[config.mk]
export PLATFORM = sky130hd
export DESIGN_NAME = spi_mem_arbiter
export DESIGN_NICKNAME = d
export VERILOG_FILES = /design/src/rtl/spi_mem_arbiter.sv
export SDC_FILE = /design/constraint.sdc
export NUM_CORES = 1
export LEC_CHECK = 0
export BUFFER_PORTS_ARGS = -buffer_cell sky130_fd_sc_hd__buf_2
export CORE_ASPECT_RATIO = 0.7
export CORE_MARGIN = 1.5
export CORE_UTILIZATION = 53
export CTS_BUF_LIST = sky130_fd_sc_hd__clkbuf_4 sky130_fd_sc_hd__clkbuf_8
export CTS_CLUSTER_SIZE = 30
export DETAILED_ROUTE_END_ITERATION = 12
export GPL_ROUTABILITY_DRIVEN = 1
export PLACE_DENSITY_LB_ADDON = 0.2
export SLEW_MARGIN = 25
export SYNTH_ARGS = -nofsm -noshare
export SYNTH_HDL_FRONTEND = slang
export SYNTH_SLANG_ARGS = --single-unit
[constraint.sdc]
create_clock -name clk -period 2.24 [get_ports clk]
set_input_delay 0 -clock clk [delete_from_list [all_inputs] [get_ports clk]]
set_output_delay 0 -clock clk [all_outputs]
set_load 0.02 [all_outputs]
[src/rtl/spi_mem_arbiter.sv]
// SPI memory arbiter: fetch and data ports share one SPI bus.
// Flash on addr[23]=0, RAM on addr[23]=1; mode-0 framing.
module spi_mem_arbiter #(
  parameter logic [7:0] CMD_READ  = 8'h03,
  parameter logic [7:0] CMD_WRITE = 8'h02
) (
  input  logic        clk,
  input  logic        reset,
  input  logic        f_req,
  input  logic [23:0] f_addr,
  output logic        f_ready,
  output logic [31:0] f_rdata,
  input  logic        d_req,
  input  logic        d_we,
  input  logic [1:0]  d_size,
  input  logic [23:0] d_addr,
  input  logic [31:0] d_wdata,
  output logic        d_ready,
  output logic [31:0] d_rdata,
  output logic        spi_sclk,
  output logic        spi_mosi,
  input  logic        spi_miso,
  output logic        spi_cs_flash_n,
  output logic        spi_cs_ram_n,
  output logic        busy
);

  typedef enum logic [1:0] {
    S_IDLE,
    S_XFER,
    S_DONE
  } state_e;

  state_e      state_q, state_d;
  logic        gnt_d_q, gnt_d_d;
  logic        last_d_q, last_d_d;
  logic        we_q, we_d;
  logic [2:0]  nbytes_q, nbytes_d;
  logic [5:0]  bit_q, bit_d;
  logic        phase_q, phase_d;
  logic [63:0] tx_q, tx_d;
  logic [31:0] rx_q, rx_d;
  logic        cs_f_q, cs_f_d;
  logic        cs_r_q, cs_r_d;
  logic        sclk_q, sclk_d;
  logic        mosi_q, mosi_d;
  logic        f_ready_q, f_ready_d;
  logic        d_ready_q, d_ready_d;
  logic [31:0] f_rdata_q, f_rdata_d;
  logic [31:0] d_rdata_q, d_rdata_d;

  logic        any_req;
  logic        pick_d;
  logic [23:0] sel_addr;
  logic        sel_we;
  logic [2:0]  sel_bytes;
  logic [31:0] sel_wdata;
  logic [63:0] frame;
  logic        flash_wr;
  logic [5:0]  last_bit;
  logic [31:0] rx_word;

  // Arbitration and request decode for the port about to be granted
  always_comb begin
    any_req  = f_req | d_req;
    pick_d   = d_req & (~f_req | ~last_d_q);
    sel_addr = pick_d ? d_addr : f_addr;
    sel_we   = pick_d & d_we;
    flash_wr = sel_we & ~sel_addr[23];
    sel_bytes = 3'd4;
    if (pick_d) begin
      unique case (d_size)
        2'd0:    sel_bytes = 3'd1;
        2'd1:    sel_bytes = 3'd2;
        default: sel_bytes = 3'd4;
      endcase
    end
    sel_wdata = '0;
    if (sel_we) begin
      sel_wdata = {d_wdata[7:0], d_wdata[15:8],
                   d_wdata[23:16], d_wdata[31:24]};
    end
    frame = {sel_we ? CMD_WRITE : CMD_READ,
             1'b0, sel_addr[22:0], sel_wdata};
  end

  // Frame length and byte reordering of the received data
  always_comb begin
    last_bit = 6'd31 + {nbytes_q, 3'b000};
    unique case (nbytes_q)
      3'd1:    rx_word = {24'd0, rx_q[7:0]};
      3'd2:    rx_word = {16'd0, rx_q[7:0], rx_q[15:8]};
      default: rx_word = {rx_q[7:0], rx_q[15:8],
                          rx_q[23:16], rx_q[31:24]};
    endcase
  end

  // State and datapath registers
  always_ff @(posedge clk) begin
    if (reset) begin
      state_q   <= S_IDLE;
      gnt_d_q   <= 1'b0;
      last_d_q  <= 1'b0;
      we_q      <= 1'b0;
      nbytes_q  <= 3'd4;
      bit_q     <= '0;
      phase_q   <= 1'b0;
      tx_q      <= '0;
      rx_q      <= '0;
      cs_f_q    <= 1'b1;
      cs_r_q    <= 1'b1;
      sclk_q    <= 1'b0;
      mosi_q    <= 1'b0;
      f_ready_q <= 1'b0;
      d_ready_q <= 1'b0;
      f_rdata_q <= '0;
      d_rdata_q <= '0;
    end else begin
      state_q   <= state_d;
      gnt_d_q   <= gnt_d_d;
      last_d_q  <= last_d_d;
      we_q      <= we_d;
      nbytes_q  <= nbytes_d;
      bit_q     <= bit_d;
      phase_q   <= phase_d;
      tx_q      <= tx_d;
      rx_q      <= rx_d;
      cs_f_q    <= cs_f_d;
      cs_r_q    <= cs_r_d;
      sclk_q    <= sclk_d;
      mosi_q    <= mosi_d;
      f_ready_q <= f_ready_d;
      d_ready_q <= d_ready_d;
      f_rdata_q <= f_rdata_d;
      d_rdata_q <= d_rdata_d;
    end
  end

  // Next-state logic
  always_comb begin
    state_d = state_q;
    unique case (state_q)
      S_IDLE: begin
        if (any_req) begin
          state_d = flash_wr ? S_DONE : S_XFER;
        end
      end
      S_XFER: begin
        if (phase_q && (bit_q == last_bit)) begin
          state_d = S_DONE;
        end
      end
      S_DONE:  state_d = S_IDLE;
      default: state_d = S_IDLE;
    endcase
  end

  // Bus, shift register and port response updates
  always_comb begin
    gnt_d_d   = gnt_d_q;
    last_d_d  = last_d_q;
    we_d      = we_q;
    nbytes_d  = nbytes_q;
    bit_d     = bit_q;
    phase_d   = phase_q;
    tx_d      = tx_q;
    rx_d      = rx_q;
    cs_f_d    = cs_f_q;
    cs_r_d    = cs_r_q;
    sclk_d    = sclk_q;
    mosi_d    = mosi_q;
    f_ready_d = 1'b0;
    d_ready_d = 1'b0;
    f_rdata_d = f_rdata_q;
    d_rdata_d = d_rdata_q;
    unique case (state_q)
      S_IDLE: begin
        if (any_req) begin
          gnt_d_d  = pick_d;
          last_d_d = pick_d;
          we_d     = sel_we;
          nbytes_d = sel_bytes;
          if (flash_wr) begin
            d_ready_d = 1'b1;
            d_rdata_d = '0;
          end else begin
            cs_f_d  = sel_addr[23];
            cs_r_d  = ~sel_addr[23];
            sclk_d  = 1'b0;
            mosi_d  = frame[63];
            tx_d    = {frame[62:0], 1'b0};
            rx_d    = '0;
            bit_d   = '0;
            phase_d = 1'b0;
          end
        end
      end
      S_XFER: begin
        if (!phase_q) begin
          phase_d = 1'b1;
          sclk_d  = 1'b1;
          rx_d    = {rx_q[30:0], spi_miso};
        end else if (bit_q == last_bit) begin
          phase_d = 1'b0;
          sclk_d  = 1'b0;
          mosi_d  = 1'b0;
          cs_f_d  = 1'b1;
          cs_r_d  = 1'b1;
          if (gnt_d_q) begin
            d_ready_d = 1'b1;
            d_rdata_d = we_q ? 32'd0 : rx_word;
          end else begin
            f_ready_d = 1'b1;
            f_rdata_d = rx_word;
          end
        end else begin
          bit_d   = bit_q + 6'd1;
          phase_d = 1'b0;
          sclk_d  = 1'b0;
          mosi_d  = tx_q[63];
          tx_d    = {tx_q[62:0], 1'b0};
        end
      end
      default: begin
      end
    endcase
  end

  // Registered outputs
  always_comb begin
    f_ready        = f_ready_q;
    f_rdata        = f_rdata_q;
    d_ready        = d_ready_q;
    d_rdata        = d_rdata_q;
    spi_sclk       = sclk_q;
    spi_mosi       = mosi_q;
    spi_cs_flash_n = cs_f_q;
    spi_cs_ram_n   = cs_r_q;
    busy           = (state_q != S_IDLE);
  end

endmodule

==> metrics.yaml <==
route:
  wl_um: 24930
  drt_iter0_markers: 958
  drc_errors: 0
  drtAntennaViolNets: 0
  vias: 8268
  routedWlPerCell_um: 17.37
  vias_per_cell: 5.762
  drt-pass1-iter-count: 5
run_status:
  status: "complete, no violations"
final_layout:
  mostFrequentLayoutCells: "dfxtp_1 (178), buf_2 (157), nand2_1 (138)"
  fillers: 1325
  diodes: 0
  drive_gt1_frac: 0.2529
  area_growth_syn_to_layout_pct: 25.28
  layout_commonest_cell: "dfxtp_1"
  num-nets-final: 1289
clock_tree:
  clk_latency_ns: 0.47
  clkSlewWorstSetupHoldPaths_ns: 0.09
  numCtsBuffers: 17
  cts_sinks: 178
  cts_root_buffer: "clkbuf_8"
  htreeDepth: 4
  cts_tree: "done"
  cts_max_path_buffers: 2
  post_cts_buffers: 0
global_routing:
  antenna_found_initial: 0
  grt_start_max_net_pins: 167
  grt_first_pass_wirelength_um: 39460
  track_usage: 0.2831
  overflow: 0
  grt_pass1_vias: 7492
floorplan:
  rows: 39
  coreArea_sq_um: 16440
  start_util: 0.5458
  fp.dieW_um: 158.5
  io_pins: 159
  die_h_um: 111.9
  floorplan.die_area_sq_um: 17740
setup_path:
  cpLargestDelayFamily: "buffers and inverters"
  arrival_ns: 2.43
  worstPathRequired_ns: 2.56
  path_max_fanout: 54
  slowest_delay_ns: 0.57
  cpMaxStageDelayCell: "dlygate4sd3_1"
  crit_type: "flop to flop"
  rr_startpoint: "last_d_q$_SDFFE_PP0P_"
  r2r_slack_ns: 0.14
  crit_start: "last_d_q$_SDFFE_PP0P_"
  worstPathCellList: "buf_6 -> a21boi_2 -> buf_4 -> and2_1 -> nand4_1 -> dlygate4sd3_1 -> a21oi_1"
  worst-path-buf-inv: 3
  end_kind: "flop"
  critPathLaunchType: "flop"
logic_synthesis:
  synth_compound_area_frac: 0.1476
  synth.cell_area_sq_um: 8975
  synth-simple-area-share: 0.2366
  synthAdderAreaFrac: 0.005576
  synth_top_family_by_area: "simple AND/OR/NAND/NOR gates"
  synth_warnings: 0
  synthCells: 998
  synth_edf_count: 0
  ys_seq_area_frac: 0.3970
  yosys.cell_types.count: 59
  synth_xor_area_frac: 0.005576
  syn_nets: 1090
  synthFlopType: "dfxtp_1"
  synthMuxAreaShare: 0.1475
  ys_ff_latch: 178
  syn_area_per_cell_sq_um: 8.993
  async_flop_share: 0
sta:
  fin_worst_skew_ns: 0.01421
  clock.fmax_mhz: 475.1
  slew_violations: 0
  hold_viol: 0
  slew_headroom: 0.5181
  finalCritPeriodShare: 0.9396
  setup_violations: 0
  grt_setup_unrepaired: "no"
  fin_crit_ns: 2.105
  tns_ns: 0
  tightest_slew_ns: 0.7229
power_and_ir_drop:
  ir_worst_vdd_uv: 376.2
  leakage_nw: 4.741
  p_per_area_nw_per_um2: 622.3
  report.power.total_mw: 6.997
placement:
  place.port_buffers: 158
  dp_hpwl_um: 15640
  place.gp.congestion: 0.8359
hold_path:
  hold_path_class: "input pin to flop"
  worstHoldStart: "d_addr[3]"
job:
  drv_cap: 0
area by class of cell:
type	count	area (sq um)	area share
Clock buffer	19	261.5	0.02326
Clock inverter	13	197.7	0.01758
Inverter	9	33.78	0.003005
Multi-Input combinational cell	710	4895	0.4353
Sequential cell	178	3563	0.3169
Tap cell	225	281.5	0.02504
Timing Repair Buffer	281	2011	0.1788
where the power goes:
group / internal [mW] / switching (mW)
Clock: 1.30 / 1.21
Sequential: 3.27 / 0.0624
Combinational: 0.539 / 0.616
synthesized netlist by cell type, types with 2 or more instances:
cell | count | area (sq um)
clkbuf_1 | 56 | 210.2
and2_1 | 3 | 18.77
mux2i_1 | 64 | 640.6
mux2_4 | 20 | 300.3
o21ai_0 | 26 | 130.1
nor2b_1 | 58 | 362.9
o32ai_1 | 2 | 17.52
a31oi_1 | 73 | 456.7
inv_1 | 9 | 33.78
buf_6 | 12 | 135.1
o2bb2ai_1 | 8 | 70.07
nand4_1 | 4 | 25.02
or3_1 | 2 | 12.51
buf_2 | 26 | 130.1
a22o_1 | 8 | 70.07
a32o_1 | 3 | 30.03
o21bai_1 | 2 | 15.01
o21a_1 | 2 | 15.01
nand2b_1 | 3 | 18.77
or4_1 | 16 | 120.1
a21boi_0 | 2 | 15.01
and4_1 | 2 | 17.52
nor3_1 | 54 | 270.3
o31ai_1 | 20 | 150.1
a21oi_1 | 26 | 130.1
nor4_1 | 18 | 112.6
ha_1 | 4 | 50.05
nor3_2 | 2 | 20.02
buf_1 | 6 | 22.52
dfxtp_1 | 178 | 3563
nand2_1 | 138 | 518.0
a311oi_1 | 3 | 26.28
mux2_2 | 34 | 382.9
a211oi_1 | 2 | 15.01
o22ai_1 | 4 | 25.02
nor2_1 | 44 | 165.2
nor4bb_1 | 32 | 320.3
a22oi_1 | 11 | 82.58
flip-flops by register name (all words and copies together) (netlist names), 2 cells and up:
register	count
bit_q	6
d_rdata	32
f_rdata	32
nbytes_q	3
rx_q	32
state_q	2
tx_q	63
path summary, 6_finish.rpt:
| kind | to | cells past startpoint |
|---|---|---|
| max | tx_q[1]$_SDFFE_PP0P_ | 7 |
| min | tx_q[36]$_SDFFE_PP0P_ | 4 |
| max reg2reg | tx_q[1]$_SDFFE_PP0P_ | 7 |
| min reg2reg | d_rdata[20]$_SDFFE_PP0P_ | 2 |
worst min-delay path, stage by stage:
cell and delay, ns:
buf_2 0.07, nand2_1 0.04, a31oi_1 0.18, mux2_4 0.16
repair_timing:
| action | in CTS | in global routing |
|---|---|---|
| gates resized for setup | 0 | 2 |
| endpoints found under the hold margin | 59 | 0 |
| hold buffers | 81 | 0 |
| endpoints found under the setup margin | 0 | 54 |
through the flow:
step	instance area [sq um]	util	std cells	worst slack [ns]	hold slack, ns
6_report	11240	0.6837	1435	0.1353	0.01399
5_1_grt	11240	0.6837	1435	0.01817	0.01635
4_1_cts	11230	0.6830	1435	0.05270	0.0006743
3_5_place_dp	9962	0.6058	1322	0.07532	0.2929
3_3_place_gp	9962	0.6058	1322	0.1548	0.2899
2_1_floorplan	8975	-	998	0.09481	0.1161
layer usage:
metal	track usage	part of all wire	routed length, um	vias up
met5	0	0	0	-
met4	0.07477	0.013	329	0
met1	0.4341	0.49	12230	3890
li1	-	-	-	4022
met2	0.3988	0.42	10470	324
met3	0.05722	0.076	1903	32
cell families (layout without fill, tap and decap cells):
family          count (synthesis)  count (layout)
simple gates                  387             387
flops                         178             178
fa+ha+maj                       4               4
buf+inv                       110             322
xor+xnor                        3               3
compound gates                198             198
mux                           118             118
No activity file was read; power rests on OpenSTA's default activity.
